## config.mk

```make
export PLATFORM = sky130hd
export DESIGN_NAME = imem_boot_loader
export DESIGN_NICKNAME = d
export VERILOG_FILES = /design/src/rtl/imem_boot_loader.sv
export SDC_FILE = /design/constraint.sdc
export NUM_CORES = 1
export LEC_CHECK = 0
export ABC_AREA = 0
export BUFFER_PORTS_ARGS = -buffer_cell sky130_fd_sc_hd__buf_4
export CAP_MARGIN = 0
export CELL_PAD_IN_SITES_DETAIL_PLACEMENT = 0
export CELL_PAD_IN_SITES_GLOBAL_PLACEMENT = 2
export CORE_MARGIN = 2
export CORE_UTILIZATION = 28
export DETAILED_ROUTE_END_ITERATION = 16
export PLACE_DENSITY = 0.82
export SYNTH_ARGS = -nofsm -noshare
export SYNTH_HDL_FRONTEND = slang
export SYNTH_SLANG_ARGS = --single-unit
```

## constraint.sdc

```tcl
create_clock -name clk -period 1.9 [get_ports clk]
set_input_delay 0.095 -clock clk [delete_from_list [all_inputs] [get_ports clk]]
set_output_delay 0.095 -clock clk [all_outputs]
set_load 0.02 [all_outputs]
```

## src/rtl/imem_boot_loader.sv

```systemverilog
// Boot loader: receives a length/words/checksum byte stream and writes each word to instruction memory.
// Latency: a write pulse comes one cycle after its DATA_LO byte; done/error come one cycle after the checksum byte.
// Backpressure: rx_ready stays high while loading and drops for good in DONE or ERR.
module imem_boot_loader #(
  parameter int ADDR_WIDTH = 8
) (
  input  logic                  clk,
  input  logic                  reset,
  input  logic                  rx_valid,
  input  logic [7:0]            rx_data,
  output logic                  rx_ready,
  output logic                  imem_we,
  output logic [15:0]           imem_addr,
  output logic [15:0]           imem_wdata,
  output logic                  cpu_reset,
  output logic                  done,
  output logic                  error,
  output logic [ADDR_WIDTH:0]   words_loaded
);

  localparam int DEPTH = 1 << ADDR_WIDTH;

  typedef enum logic [2:0] {
    S_LEN_HI,
    S_LEN_LO,
    S_DATA_HI,
    S_DATA_LO,
    S_CSUM,
    S_DONE,
    S_ERR
  } state_t;

  state_t              state_q, state_d;
  logic [15:0]         len_q, len_d;
  logic [7:0]          hi_q, hi_d;
  logic [7:0]          csum_q, csum_d;
  logic [ADDR_WIDTH:0] cnt_q, cnt_d;
  logic                we_q, we_d;
  logic [15:0]         addr_q, addr_d;
  logic [15:0]         wdata_q, wdata_d;

  logic                accept;
  logic [15:0]         new_len;

  // Status outputs decode directly from the state register.
  assign done         = (state_q == S_DONE);
  assign error        = (state_q == S_ERR);
  assign cpu_reset    = (state_q != S_DONE);
  assign rx_ready     = !((state_q == S_DONE) || (state_q == S_ERR));
  assign imem_we      = we_q;
  assign imem_addr    = addr_q;
  assign imem_wdata   = wdata_q;
  assign words_loaded = cnt_q;

  assign accept  = rx_valid && rx_ready;
  assign new_len = {len_q[15:8], rx_data};

  // Next-state logic: every transition and datapath update is gated by an accepted byte.
  always_comb begin
    state_d = state_q;
    len_d   = len_q;
    hi_d    = hi_q;
    csum_d  = csum_q;
    cnt_d   = cnt_q;
    we_d    = 1'b0;
    addr_d  = addr_q;
    wdata_d = wdata_q;
    if (accept) begin
      // The checksum byte itself is not folded into the running XOR.
      if (state_q != S_CSUM) begin
        csum_d = csum_q ^ rx_data;
      end
      case (state_q)
        S_LEN_HI: begin
          len_d[15:8] = rx_data;
          state_d     = S_LEN_LO;
        end
        S_LEN_LO: begin
          len_d = new_len;
          if ({16'd0, new_len} > 32'(DEPTH)) begin
            state_d = S_ERR;
          end else if (new_len == 16'd0) begin
            state_d = S_CSUM;
          end else begin
            state_d = S_DATA_HI;
          end
        end
        S_DATA_HI: begin
          hi_d    = rx_data;
          state_d = S_DATA_LO;
        end
        S_DATA_LO: begin
          // Word index is the low bits of the count; it never wraps because N <= DEPTH.
          we_d    = 1'b1;
          wdata_d = {hi_q, rx_data};
          addr_d  = 16'({cnt_q[ADDR_WIDTH-1:0], 1'b0});
          cnt_d   = cnt_q + (ADDR_WIDTH+1)'(1);
          state_d = (16'(cnt_d) == len_q) ? S_CSUM : S_DATA_HI;
        end
        S_CSUM: begin
          state_d = (rx_data == csum_q) ? S_DONE : S_ERR;
        end
        default: begin
          state_d = state_q;
        end
      endcase
    end
  end

  // State and datapath registers; reset also drops any write pulse computed on the same edge.
  always_ff @(posedge clk) begin
    if (reset) begin
      state_q <= S_LEN_HI;
      len_q   <= '0;
      hi_q    <= '0;
      csum_q  <= '0;
      cnt_q   <= '0;
      we_q    <= 1'b0;
      addr_q  <= '0;
      wdata_q <= '0;
    end else begin
      state_q <= state_d;
      len_q   <= len_d;
      hi_q    <= hi_d;
      csum_q  <= csum_d;
      cnt_q   <= cnt_d;
      we_q    <= we_d;
      addr_q  <= addr_d;
      wdata_q <= wdata_d;
    end
  end

endmodule

```

# Yosys cells after proc, flatten, opt, wreduce, memory -nomap -nowiden
# Cells that the tools add are included.
# word_totals
register_bits	69
inputBits	11
elab_cells	42
# classes
addsub	1
n_lt_le_gt_ge	1
n_eq_ne	10
mux	6
n_bitwise	2
reduce_logical	13
# op_table
operator	count
equality test 9 x 16 -> 1 bit	1
> comparator 16 x 9 -> 1 bit (second input constant)	1
zero test 16 bit	1
one-hot mux 3 bit (5 select lines)	1
AND reduction 2 bit	6
adder 9 x 1 -> 9 bit (second input constant)	1
equality test 3 bit (second input constant)	3
two-way mux 3 bit	3
equality test 8 bit	1
bitwise XOR 8 bit	1
equality test 3 x 2 -> 1 bit (second input constant)	2
!= test 3 bit (second input constant)	2
nonzero test 5 bit	1
equality test 3 x 1 -> 1 bit (second input constant)	1
zero test 3 bit	1
two-way mux 2 bit	1
OR reduction 2 bit	1
logical AND 1 bit	1
zero test 1 bit	1
logical OR 1 bit	1
two-way mux 1 bit	1
NOT 1 bit	1

# Depth between registers and ports, before layout
# Gate-level depths: netlist of run 1.
# depth
word_depth	6
mapped_depth	8

# Worst setup path before layout of run 1
# OpenSTA, ideal clock, no wires.
# synth_timing
path_type	register to register
start	reg cnt_q[0], in the netlist words_loaded[0]
end	reg state_q[1]
setup_ns	0.115
arrival_ns	1.928
required_ns	1.785
path_slack_ns	-0.143
path_stages_with_launch	8
path_cell_list	dfxtp_1 -> ha_1 -> clkbuf_1 -> nand3_1 -> xnor2_1 -> nand4_1 -> a2111o_1 -> o21a_1
# synth_between
elab_chain_cells	4
# synth_rtl
item	line	source
start, declared	37	logic [ADDR_WIDTH:0] cnt_q, cnt_d;
start signal, assigned	126	cnt_q <= cnt_d;
adder 9 x 1 -> 9 bit	97	cnt_d = cnt_q + (ADDR_WIDTH+1)'(1);
equality test 9 x 16 -> 1 bit	98	state_d = (16'(cnt_d) == len_q) ? S_CSUM : S_DATA_HI;
two-way mux 3 bit	98	
one-hot mux 3 bit (5 select lines)	73	case (state_q)
end signal, assigned	122	state_q <= state_d;
end, declared	33	state_t state_q, state_d;
# Every way passes these cells.
# A chain may end at the register's enable or synchronous reset.

# Worst setup path in the final report of run 1
# layout_timing
start	reg cnt_q[1], in the netlist words_loaded[1]
end	reg state_q[1]
# The elaborated chain is that of the path after synthesis.

==> results of run 1 <==
## routing by layer
layer  track usage, %  up-vias
li1                 -     1409
met1            18.47     1347
met2            24.13       54
met3            4.124        7
met4            3.846        0
met5                0        -
## power breakdown
part,leakage [uW],internal (uW),total [uW],switching (uW)
sequential,0.000564,1490,1540,48.2
clock,0.000106,640,1210,570
combinational,0.000838,127,329,202
total,0.00151,2260,3080,821
## cell usage in the layout (no fill, tap or decap), types with 2 or more instances in the layout
| cell | instances |
|---|---|
| nor3_2 | 3 |
| xor2_1 | 21 |
| a21oi_1 | 57 |
| inv_1 | 6 |
| xnor2_1 | 9 |
| clkinv_2 | 3 |
| a41oi_1 | 2 |
| nand3_1 | 3 |
| dfxtp_4 | 5 |
| buf_4 | 71 |
| nand2_1 | 122 |
| o21ai_0 | 10 |
| nor2b_1 | 3 |
| nor4_1 | 4 |
| nor2_1 | 17 |
| and3_1 | 2 |
| dfxtp_1 | 63 |
| clkbuf_8 | 10 |
| clkinv_4 | 2 |
| nand4_1 | 3 |
| or3_1 | 6 |
| nand3_4 | 2 |
| nor4_2 | 2 |
| conb_1 | 8 |
| nand2b_1 | 3 |
| nor3_1 | 3 |
## cells by family (layout without fill, tap and decap cells)
group,Yosys count,in the layout
buf+inv,43,93
fa+ha+maj,1,1
simple gates,179,179
other cells,1,8
compound gates,80,80
xor+xnor,31,31
flops,69,69
## final timing paths
path | cells past startpoint | slack (ps) | end
setup / recovery | 7 | 50 | state_q[1]
hold / removal | 3 | 50 | hi_q[6]
setup reg to reg | 7 | 50 | state_q[1]
hold reg to reg | 2 | 450 | imem_wdata[10]
## registers in the layout (all words and copies together) (netlist names)
register,count
csum_q,8
imem_we,1
state_q,3
words_loaded,9
len_q,16
imem_wdata,16
imem_addr,8
hi_q,8
## worst register-to-register path, cell delays in order (launching register included)
cell and delay (ps):
dfxtp_4 390, ha_4 180, nand2_2 80, o21ai_2 70, a2111oi_4 360, nor3_2 80, a2111o_1 400, o21a_1 180
## metrics by stage
step	total power (uW)	hold slack, ps
finish	3076	53.12
global route	3231	50.14
CTS	3101	36.59
detailed placement	1880	408.8
global placement	1879	404.5
floorplan	1799	327.0
## area by class of cell
cell class | count | area, um^2
clock buffer | 10 | 137.6
clock inverter | 6 | 62.56
fill | 1187 | 6839
inverter | 6 | 22.52
multi-input combinational | 299 | 1622
sequential | 69 | 1401
tap | 140 | 175.2
timing repair buffer | 71 | 533.0
## cells in the mapped netlist
| master | number |
|---|---|
| nand4_1 | 3 |
| a21boi_1 | 1 |
| conb_1 | 1 |
| o21a_1 | 1 |
| nor4_1 | 6 |
| clkbuf_1 | 22 |
| nand2_1 | 123 |
| o211a_1 | 1 |
| o21ai_1 | 1 |
| o22ai_1 | 1 |
| nor2_1 | 18 |
| and2_1 | 1 |
| a2111o_1 | 1 |
| nor2b_1 | 3 |
| xnor2_1 | 9 |
| a21oi_1 | 57 |
| or2_1 | 1 |
| buf_4 | 10 |
| a2111oi_1 | 1 |
| inv_1 | 6 |
| buf_2 | 2 |
| and3_1 | 2 |
| nand3_2 | 1 |
| xor2_1 | 22 |
| dfxtp_1 | 69 |
| nand3_1 | 4 |
| a41oi_1 | 2 |
| buf_1 | 3 |
| a211oi_2 | 1 |
| a311o_1 | 1 |
| o31ai_2 | 1 |
| nand3b_1 | 1 |
| nand2b_1 | 3 |
| nor3b_1 | 1 |
| or3_1 | 6 |
| nor3_1 | 6 |
| ha_1 | 1 |
| o21ai_0 | 11 |
## what timing repair did
action,in CTS,in global routing
setup endpoints to repair,1,3
hold buffers,0,0
cloned,0,0
endpoints found under the hold margin,0,0
pin swaps,0,10
setup buffers,0,8
resized for setup,1,21
==> impl_metrics.py, run 1 <==
metrics = {
    "clocking": {
        "path_clk_slew_ps": 80,
        "cts_root_buffer": "clkbuf_8",
        "clockBufferDepth": 2,
        "numCtsBuffers": 9,
        "insertion_delay_ps": 340,
        "cts.sink_count": 69,
        "htreeDepth": 3,
        "cts_tree": "yes",
    },
    "worst_setup_path": {
        "crit_path_cell_trace": "ha_4, nand2_2, o21ai_2, a2111oi_4, nor3_2, a2111o_1, o21a_1",
        "end_kind": "flop",
        "cp_top_family": "compound AO/OA/AOI/OAI gates",
        "required_ps": 2130,
        "max_stage_delay_ps": 400,
        "startpoint": "words_loaded[1]",
        "crit_type": "reg -> reg",
        "cpMaxStageDelayCell": "a2111o_1",
        "cp.buffers_inverters": 0,
        "critPathMaxFanout": 7,
        "timing.rr.start": "words_loaded[1]",
        "cp-start-kind": "flop",
        "crit_arrival_ps": 2080,
    },
    "route": {
        "dr.first_iter.drc_count": 172,
        "routed.top_layer": "met4",
        "drc": 0,
        "wl_met3_um": 362,
        "dr_wl_met2_um": 4123,
        "via_per_inst": 4.687,
        "dr.pass1.iters": 4,
        "via_count": 2817,
        "wl_met1_um": 3728,
        "wl_per_cell_um": 13.77,
        "finalWirelength_um": 8278,
        "postRouteAntennaNets": 0,
    },
    "floorplanning": {
        "io_pins": 57,
        "core_area_mm2": 0.01079,
        "die_w_um": 108.9,
        "fp-row-count": 38,
        "initial_core_util_pct": 28.55,
        "die_y_um": 108.9,
        "die_area_mm2": 0.01186,
    },
    "placed_design": {
        "placed_area_mm2": 0.003587,
        "finalWeightedCongestion": 0.7630,
        "dp.cells": 577,
        "dp_hpwl_um": 5742,
        "io_buffers": 48,
        "dp_slack_ps": 3.849,
    },
    "synthesis": {
        "synth_mux_area_share_pct": 0,
        "ys_ff_latch": 69,
        "syn_inst": 404,
        "synth_compound_area_share_pct": 14.62,
        "synthAdderAreaFrac_pct": 0.4060,
        "synthTopCellsByArea": "dfxtp_1, nand2_1, a21oi_1",
        "synth_top_area_share_pct": 44.82,
        "synthesis.area_mm2": 0.003082,
        "synth_warnings": 0,
        "yosysSeqAreaShare_pct": 44.82,
        "synth_area_leader_cell": "dfxtp_1",
        "synth_top_family_by_area": "simple AND/OR/NAND/NOR gates",
        "synth_area_per_cell_um2": 7.628,
        "synthSimpleGateAreaFrac_pct": 24.69,
        "synth.distinct_cells": 38,
        "synth-xor-area-share_pct": 8.810,
    },
    "timing": {
        "finalHoldViolCount": 0,
        "setup_viol": 0,
        "finClkSkew_ps": 14.03,
        "worst_pin_slew_ps": 522.1,
        "max_freq_mhz": 539.4,
        "finalCritPeriodShare_pct": 97.57,
        "maxSlewHeadroom_pct": 65.00,
        "drv_slew": 0,
        "grt_setup_unrepaired": "yes",
        "setup_ws_ps": 46.24,
        "period_needed_ps": 1854,
        "setup_tns_ps": 0,
    },
    "global_route": {
        "grt_pass1_vias": 2635,
        "grt_pass1_wl_um": 13250,
        "antenna_found_initial": 0,
        "grt_usage_pct": 14.54,
        "overflow": 0,
        "grt_max_degree": 41,
    },
    "run_status": {
        "status": "completed",
    },
    "pwr": {
        "peakVddDrop_v": 0.0004111,
        "powerDensity_mw_per_mm2": 778.1,
        "p_leak_uw": 0.001508,
    },
    "layout": {
        "drive_gt1_share_pct": 23.64,
        "area_growth_pct": 28.30,
        "finish.utilization_pct": 36.63,
        "fin_cells": 601,
        "n_antenna_cell": 0,
        "final_cell_area_mm2": 0.003954,
        "fin_nets": 468,
    },
    "min_path": {
        "holdCritPathClass": "in -> reg",
        "hold_start": "rx_data[6]",
    },
    "job": {
        "maxCapViolations": 0,
    },
}
No activity file was read; power rests on OpenSTA's default activity.
==> run 2: changes to the inputs <==
--- a/config.mk
+++ b/config.mk
@@ -6,14 +6,16 @@
 export NUM_CORES = 1
 export LEC_CHECK = 0
 export ABC_AREA = 0
-export BUFFER_PORTS_ARGS = -buffer_cell sky130_fd_sc_hd__buf_4
+export ABC_CLOCK_PERIOD_IN_PS = 1900
+export BUFFER_PORTS_ARGS = -buffer_cell sky130_fd_sc_hd__buf_2
 export CAP_MARGIN = 0
 export CELL_PAD_IN_SITES_DETAIL_PLACEMENT = 0
 export CELL_PAD_IN_SITES_GLOBAL_PLACEMENT = 2
 export CORE_MARGIN = 2
-export CORE_UTILIZATION = 28
+export CORE_UTILIZATION = 29
+export CTS_BUF_LIST = sky130_fd_sc_hd__clkbuf_8
 export DETAILED_ROUTE_END_ITERATION = 16
-export PLACE_DENSITY = 0.82
+export PLACE_DENSITY = 0.85
 export SYNTH_ARGS = -nofsm -noshare
 export SYNTH_HDL_FRONTEND = slang
 export SYNTH_SLANG_ARGS = --single-unit
==> run 2 against run 1 <==
Non-clock buffer count shrank 4; sequential share of layout area up 1.5 points; sequential power about the same; critical path depth fell by 1; first-iteration DRC count fell by 2.9%; total power down 3.7%.
==> impl_metrics.py, run 2 (synthesized netlist as in run 1, its figures left out) <==
metrics = {
    "min_path": {
        "holdCritPathClass": "in -> reg",
    },
    "route": {
        "wl_per_cell_um": 13.36,
        "dr.pass1.iters": 4,
        "dr.first_iter.drc_count": 167,
        "postRouteAntennaNets": 0,
        "drc": 0,
        "via_count": 2774,
        "via_per_inst": 4.678,
        "finalWirelength_um": 7925,
    },
    "layout": {
        "n_antenna_cell": 0,
        "area_growth_pct": 23.26,
        "fin_cells": 593,
        "fin_nets": 464,
        "layout_common_cells": "nand2_1, dfxtp_1, a21oi_1",
        "finish.utilization_pct": 36.80,
        "final_common_cell": "nand2_1",
        "drive_gt1_share_pct": 22.76,
    },
    "global_route": {
        "overflow": 0,
        "grt_pass1_wl_um": 12470,
        "grt_max_degree": 70,
        "grt_pass1_vias": 2537,
        "grt_usage_pct": 13.93,
        "antenna_found_initial": 0,
    },
    "pwr": {
        "powerDensity_mw_per_mm2": 779.7,
        "p_leak_uw": 0.001476,
        "peakVddDrop_v": 0.0003756,
    },
    "timing": {
        "setup_ws_ps": 61.25,
        "finalCritPeriodShare_pct": 96.78,
        "drv_slew": 0,
        "finClkSkew_ps": 11.47,
        "max_freq_mhz": 543.8,
        "finalHoldViolCount": 0,
        "period_needed_ps": 1839,
        "setup_viol": 0,
    },
    "run_status": {
        "status": "completed",
    },
    "placed_design": {
        "dp_hpwl_um": 5419,
        "dp.cells": 573,
        "dp_slack_ps": -9.655,
        "finalWeightedCongestion": 0.7919,
        "io_buffers": 48,
    },
    "worst_setup_path": {
        "crit_arrival_ps": 2080,
        "end_kind": "flop",
        "cp-start-kind": "flop",
        "crit_type": "reg -> reg",
        "critPathMaxFanout": 6,
        "required_ps": 2140,
    },
    "floorplanning": {
        "fp-row-count": 37,
        "die_w_um": 107.1,
        "core_area_mm2": 0.01032,
        "io_pins": 57,
        "die_area_mm2": 0.01147,
        "initial_core_util_pct": 29.85,
        "die_y_um": 107.1,
    },
    "clocking": {
        "insertion_delay_ps": 350,
        "cts_tree": "yes",
        "numCtsBuffers": 9,
        "clockBufferDepth": 2,
        "cts_root_buffer": "clkbuf_8",
        "htreeDepth": 3,
        "path_clk_slew_ps": 80,
        "cts.sink_count": 69,
    },
    "job": {
        "maxCapViolations": 0,
    },
}
-- run 2: final cells by class --
| type | count | area, um^2 |
|---|---|---|
| fill | 1100 | 6525 |
| multi-input combinational | 299 | 1610 |
| sequential | 69 | 1403 |
| timing repair buffer | 67 | 407.9 |
| tap | 136 | 170.2 |
| clock buffer | 11 | 151.4 |
| clock inverter | 5 | 33.78 |
| inverter | 6 | 22.52 |
-- run 2: where the power goes --
part           switching (uW)  internal [uW]  leakage, uW
logic                     199            114     0.000819
registers                47.0           1490     0.000565
clock network             568            545    0.0000917
-- run 2: final timing paths --
check	slack, ps	from	end	cells after the start
max	60	words_loaded[1]	state_q[1]	6
min	50	rx_data[3]	hi_q[3]	3
max reg2reg	60	words_loaded[1]	state_q[1]	6
min reg2reg	450	imem_wdata[11]	imem_wdata[11]	2
-- run 2: timing repair --
item                                    4_1_cts  5_1_grt
pin swaps                                     1        4
gates resized for setup                       2       19
endpoints found under the setup margin        2        2
setup buffers                                 0        4
hold buffers                                  0        0
-- run 2: worst max-delay path, stage by stage, from the launching register on --
cell and delay (ps):
dfxtp_4 400, nand3_4 100, or3_1 370, a211oi_2 210
nor3_2 70, a2111o_1 390, o21a_1 190
-- run 2: through the flow --
step	hold WS (ps)	total power, uW	setup TNS, ps	cell area, um^2
finish	45.76	2962	0	3799
global route	51.78	3117	-20.33	3799
floorplan	327.0	1799	0	3119
CTS	37.49	2995	0	3680
detailed placement	415.8	1881	-9.655	3487
global placement	396.7	1880	0	3487
-- run 2: metal layers --
layer,vias up,wire [um],GRT usage (%)
met5,-,0,0
met4,0,167,5.473
met3,15,375,3.526
met2,68,3854,23.19
met1,1287,3527,17.18
li1,1404,-,-
==> run 3: changes to the inputs <==
--- a/config.mk
+++ b/config.mk
@@ -7,15 +7,15 @@
 export LEC_CHECK = 0
 export ABC_AREA = 0
 export ABC_CLOCK_PERIOD_IN_PS = 1900
-export BUFFER_PORTS_ARGS = -buffer_cell sky130_fd_sc_hd__buf_2
 export CAP_MARGIN = 0
 export CELL_PAD_IN_SITES_DETAIL_PLACEMENT = 0
 export CELL_PAD_IN_SITES_GLOBAL_PLACEMENT = 2
 export CORE_MARGIN = 2
-export CORE_UTILIZATION = 29
+export CORE_UTILIZATION = 34
 export CTS_BUF_LIST = sky130_fd_sc_hd__clkbuf_8
 export DETAILED_ROUTE_END_ITERATION = 16
-export PLACE_DENSITY = 0.85
+export DONT_BUFFER_PORTS = 1
+export PLACE_DENSITY = 0.86
 export SYNTH_ARGS = -nofsm -noshare
 export SYNTH_HDL_FRONTEND = slang
 export SYNTH_SLANG_ARGS = --single-unit
==> run 3 against run 2 <==
The run now ends with hold timing left; first-iteration DRC count down 47%; critical path depth unchanged; sequential share of layout area up 1.8 points; final area down 5.5%; core utilization up 4.2 points; hold slack worse by 51 ps; sequential cell count unchanged; combinational power down 3%; total power up 4.5%; cell count down 11%; largest cell class unchanged; largest power group unchanged.
==> impl_metrics.py, run 3 (synthesized netlist as in run 1, its figures left out) <==
metrics = {
    "route": {
        "dr.first_iter.drc_count": 88,
        "postRouteAntennaNets": 0,
        "dr.pass1.iters": 4,
        "drc": 0,
        "via_count": 2661,
        "finalWirelength_um": 8209,
        "wl_per_cell_um": 15.49,
        "via_per_inst": 5.021,
    },
    "layout": {
        "n_antenna_cell": 0,
        "fin_nets": 429,
        "area_growth_pct": 16.44,
        "layout_common_cells": "nand2_1, dfxtp_1, a21oi_1",
        "drive_gt1_share_pct": 13.03,
        "fillers": 937,
        "register_area_mm2": 0.001390,
        "multi_input_area_mm2": 0.001549,
        "finish.utilization_pct": 40.95,
        "final_cell_area_mm2": 0.003588,
        "final_common_cell": "nand2_1",
    },
    "worst_setup_path": {
        "end_kind": "flop",
        "cp-start-kind": "flop",
        "critPathMaxFanout": 6,
        "required_ps": 2150,
        "crit_type": "reg -> reg",
        "cpMaxStageDelayCell": "dfxtp_2",
        "crit_path_cell_trace": "nand3_1, or3_1, a211oi_2, nor3_1, a2111o_1, o21a_1",
        "crit_arrival_ps": 2050,
        "max_stage_delay_ps": 380,
    },
    "run_status": {
        "violations": "hold timing",
        "status": "finished, violations left",
    },
    "clocking": {
        "htreeDepth": 3,
        "insertion_delay_ps": 340,
        "clockBufferDepth": 2,
        "cts.sink_count": 69,
        "cts_root_buffer": "clkbuf_8",
        "cts_tree": "yes",
        "path_clk_slew_ps": 80,
        "numCtsBuffers": 9,
    },
    "global_route": {
        "grt_max_degree": 71,
        "grt_pass1_wl_um": 13250,
        "grt_usage_pct": 17.17,
        "overflow": 0,
        "grt_pass1_vias": 2581,
        "antenna_found_initial": 0,
    },
    "timing": {
        "finClkSkew_ps": 5.719,
        "setup_ws_ps": 96.60,
        "setup_viol": 0,
        "period_needed_ps": 1803,
        "drv_slew": 0,
        "finalHoldViolCount": 1,
        "finalCritPeriodShare_pct": 94.92,
        "max_freq_mhz": 554.5,
        "setup_tns_ps": 0,
        "whs_ps": -5.697,
        "grt_setup_unrepaired": "no",
        "worst_pin_slew_ps": 826.6,
        "maxSlewHeadroom_pct": 44.47,
    },
    "floorplanning": {
        "die_w_um": 99.21,
        "fp-row-count": 34,
        "io_pins": 57,
        "die_y_um": 99.21,
        "die_area_mm2": 0.009842,
        "initial_core_util_pct": 35.17,
        "core_area_mm2": 0.008763,
    },
    "pwr": {
        "peakVddDrop_v": 0.0004352,
        "p_leak_uw": 0.001291,
        "finalPower_uw": 3095,
        "powerDensity_mw_per_mm2": 862.5,
    },
    "placed_design": {
        "placed_area_mm2": 0.003232,
        "io_buffers": 0,
        "dp_hpwl_um": 5350,
        "finalWeightedCongestion": 0.8086,
        "dp_slack_ps": 58.09,
    },
    "min_path": {
        "holdCritPathClass": "in -> reg",
    },
    "job": {
        "maxCapViolations": 0,
    },
}
run 3: changes by cell type in the layout (fill, tap and decap cells not counted), moves of 4 or more:
cell           before  now
buf_4              17   21
dlygate4sd3_1       0   10
dfxtp_2             2    7
buf_2              48    0
dfxtp_4             5    0
run 3: critical path, delay by kind of cell, from the launching register on:
family / cells / cell delay (ps)
AND/OR/NAND/NOR: 3 / 590
AO/OA/AOI/OAI: 3 / 740
flip-flops: 1 / 380
run 3: path summary, 6_finish.rpt:
path                                      start          to  slack [ps]  cells past startpoint
worst min register to register          hi_q[7]     hi_q[7]         460                      2
worst min-delay path                   rx_valid  state_q[0]          -6                      3
worst max-delay path            words_loaded[1]  state_q[1]         100                      6
worst max register to register  words_loaded[1]  state_q[1]         100                      6
run 3: area by class of cell:
| class | count | area share [%] |
|---|---|---|
| tap | 108 | 3.766 |
| timing repair buffer | 32 | 7.950 |
| inverter | 6 | 0.6276 |
| clock buffer | 9 | 3.452 |
| clock inverter | 7 | 2.301 |
| sequential | 69 | 38.74 |
| multi-input combinational | 299 | 43.17 |
run 3: layer usage:
layer  track usage [%]  wire (um)
met5                 0          0
met4             3.161         51
met3             5.903        509
met2             29.21       4121
met1             21.33       3527
run 3: through the flow:
step / std cells / hold WS [ps]
6_report: 530 / -5.697
3_5_place_dp: 503 / 170.9
2_1_floorplan: 411 / 327.0
3_3_place_gp: 503 / 166.4
4_1_cts: 530 / 41.92
5_1_grt: 530 / 7.207
run 3: timing repair:
action,CTS,global route
endpoints found under the hold margin,69,0
gates resized for setup,0,7
setup endpoints to repair,0,3
hold buffers,11,0
setup buffers,0,0
run 3: where the power goes:
| part | switching [uW] | internal [uW] | total [uW] |
|---|---|---|---|
| combinational | 186 | 118 | 304 |
| clock | 622 | 626 | 1250 |
| sequential | 47.0 | 1500 | 1540 |
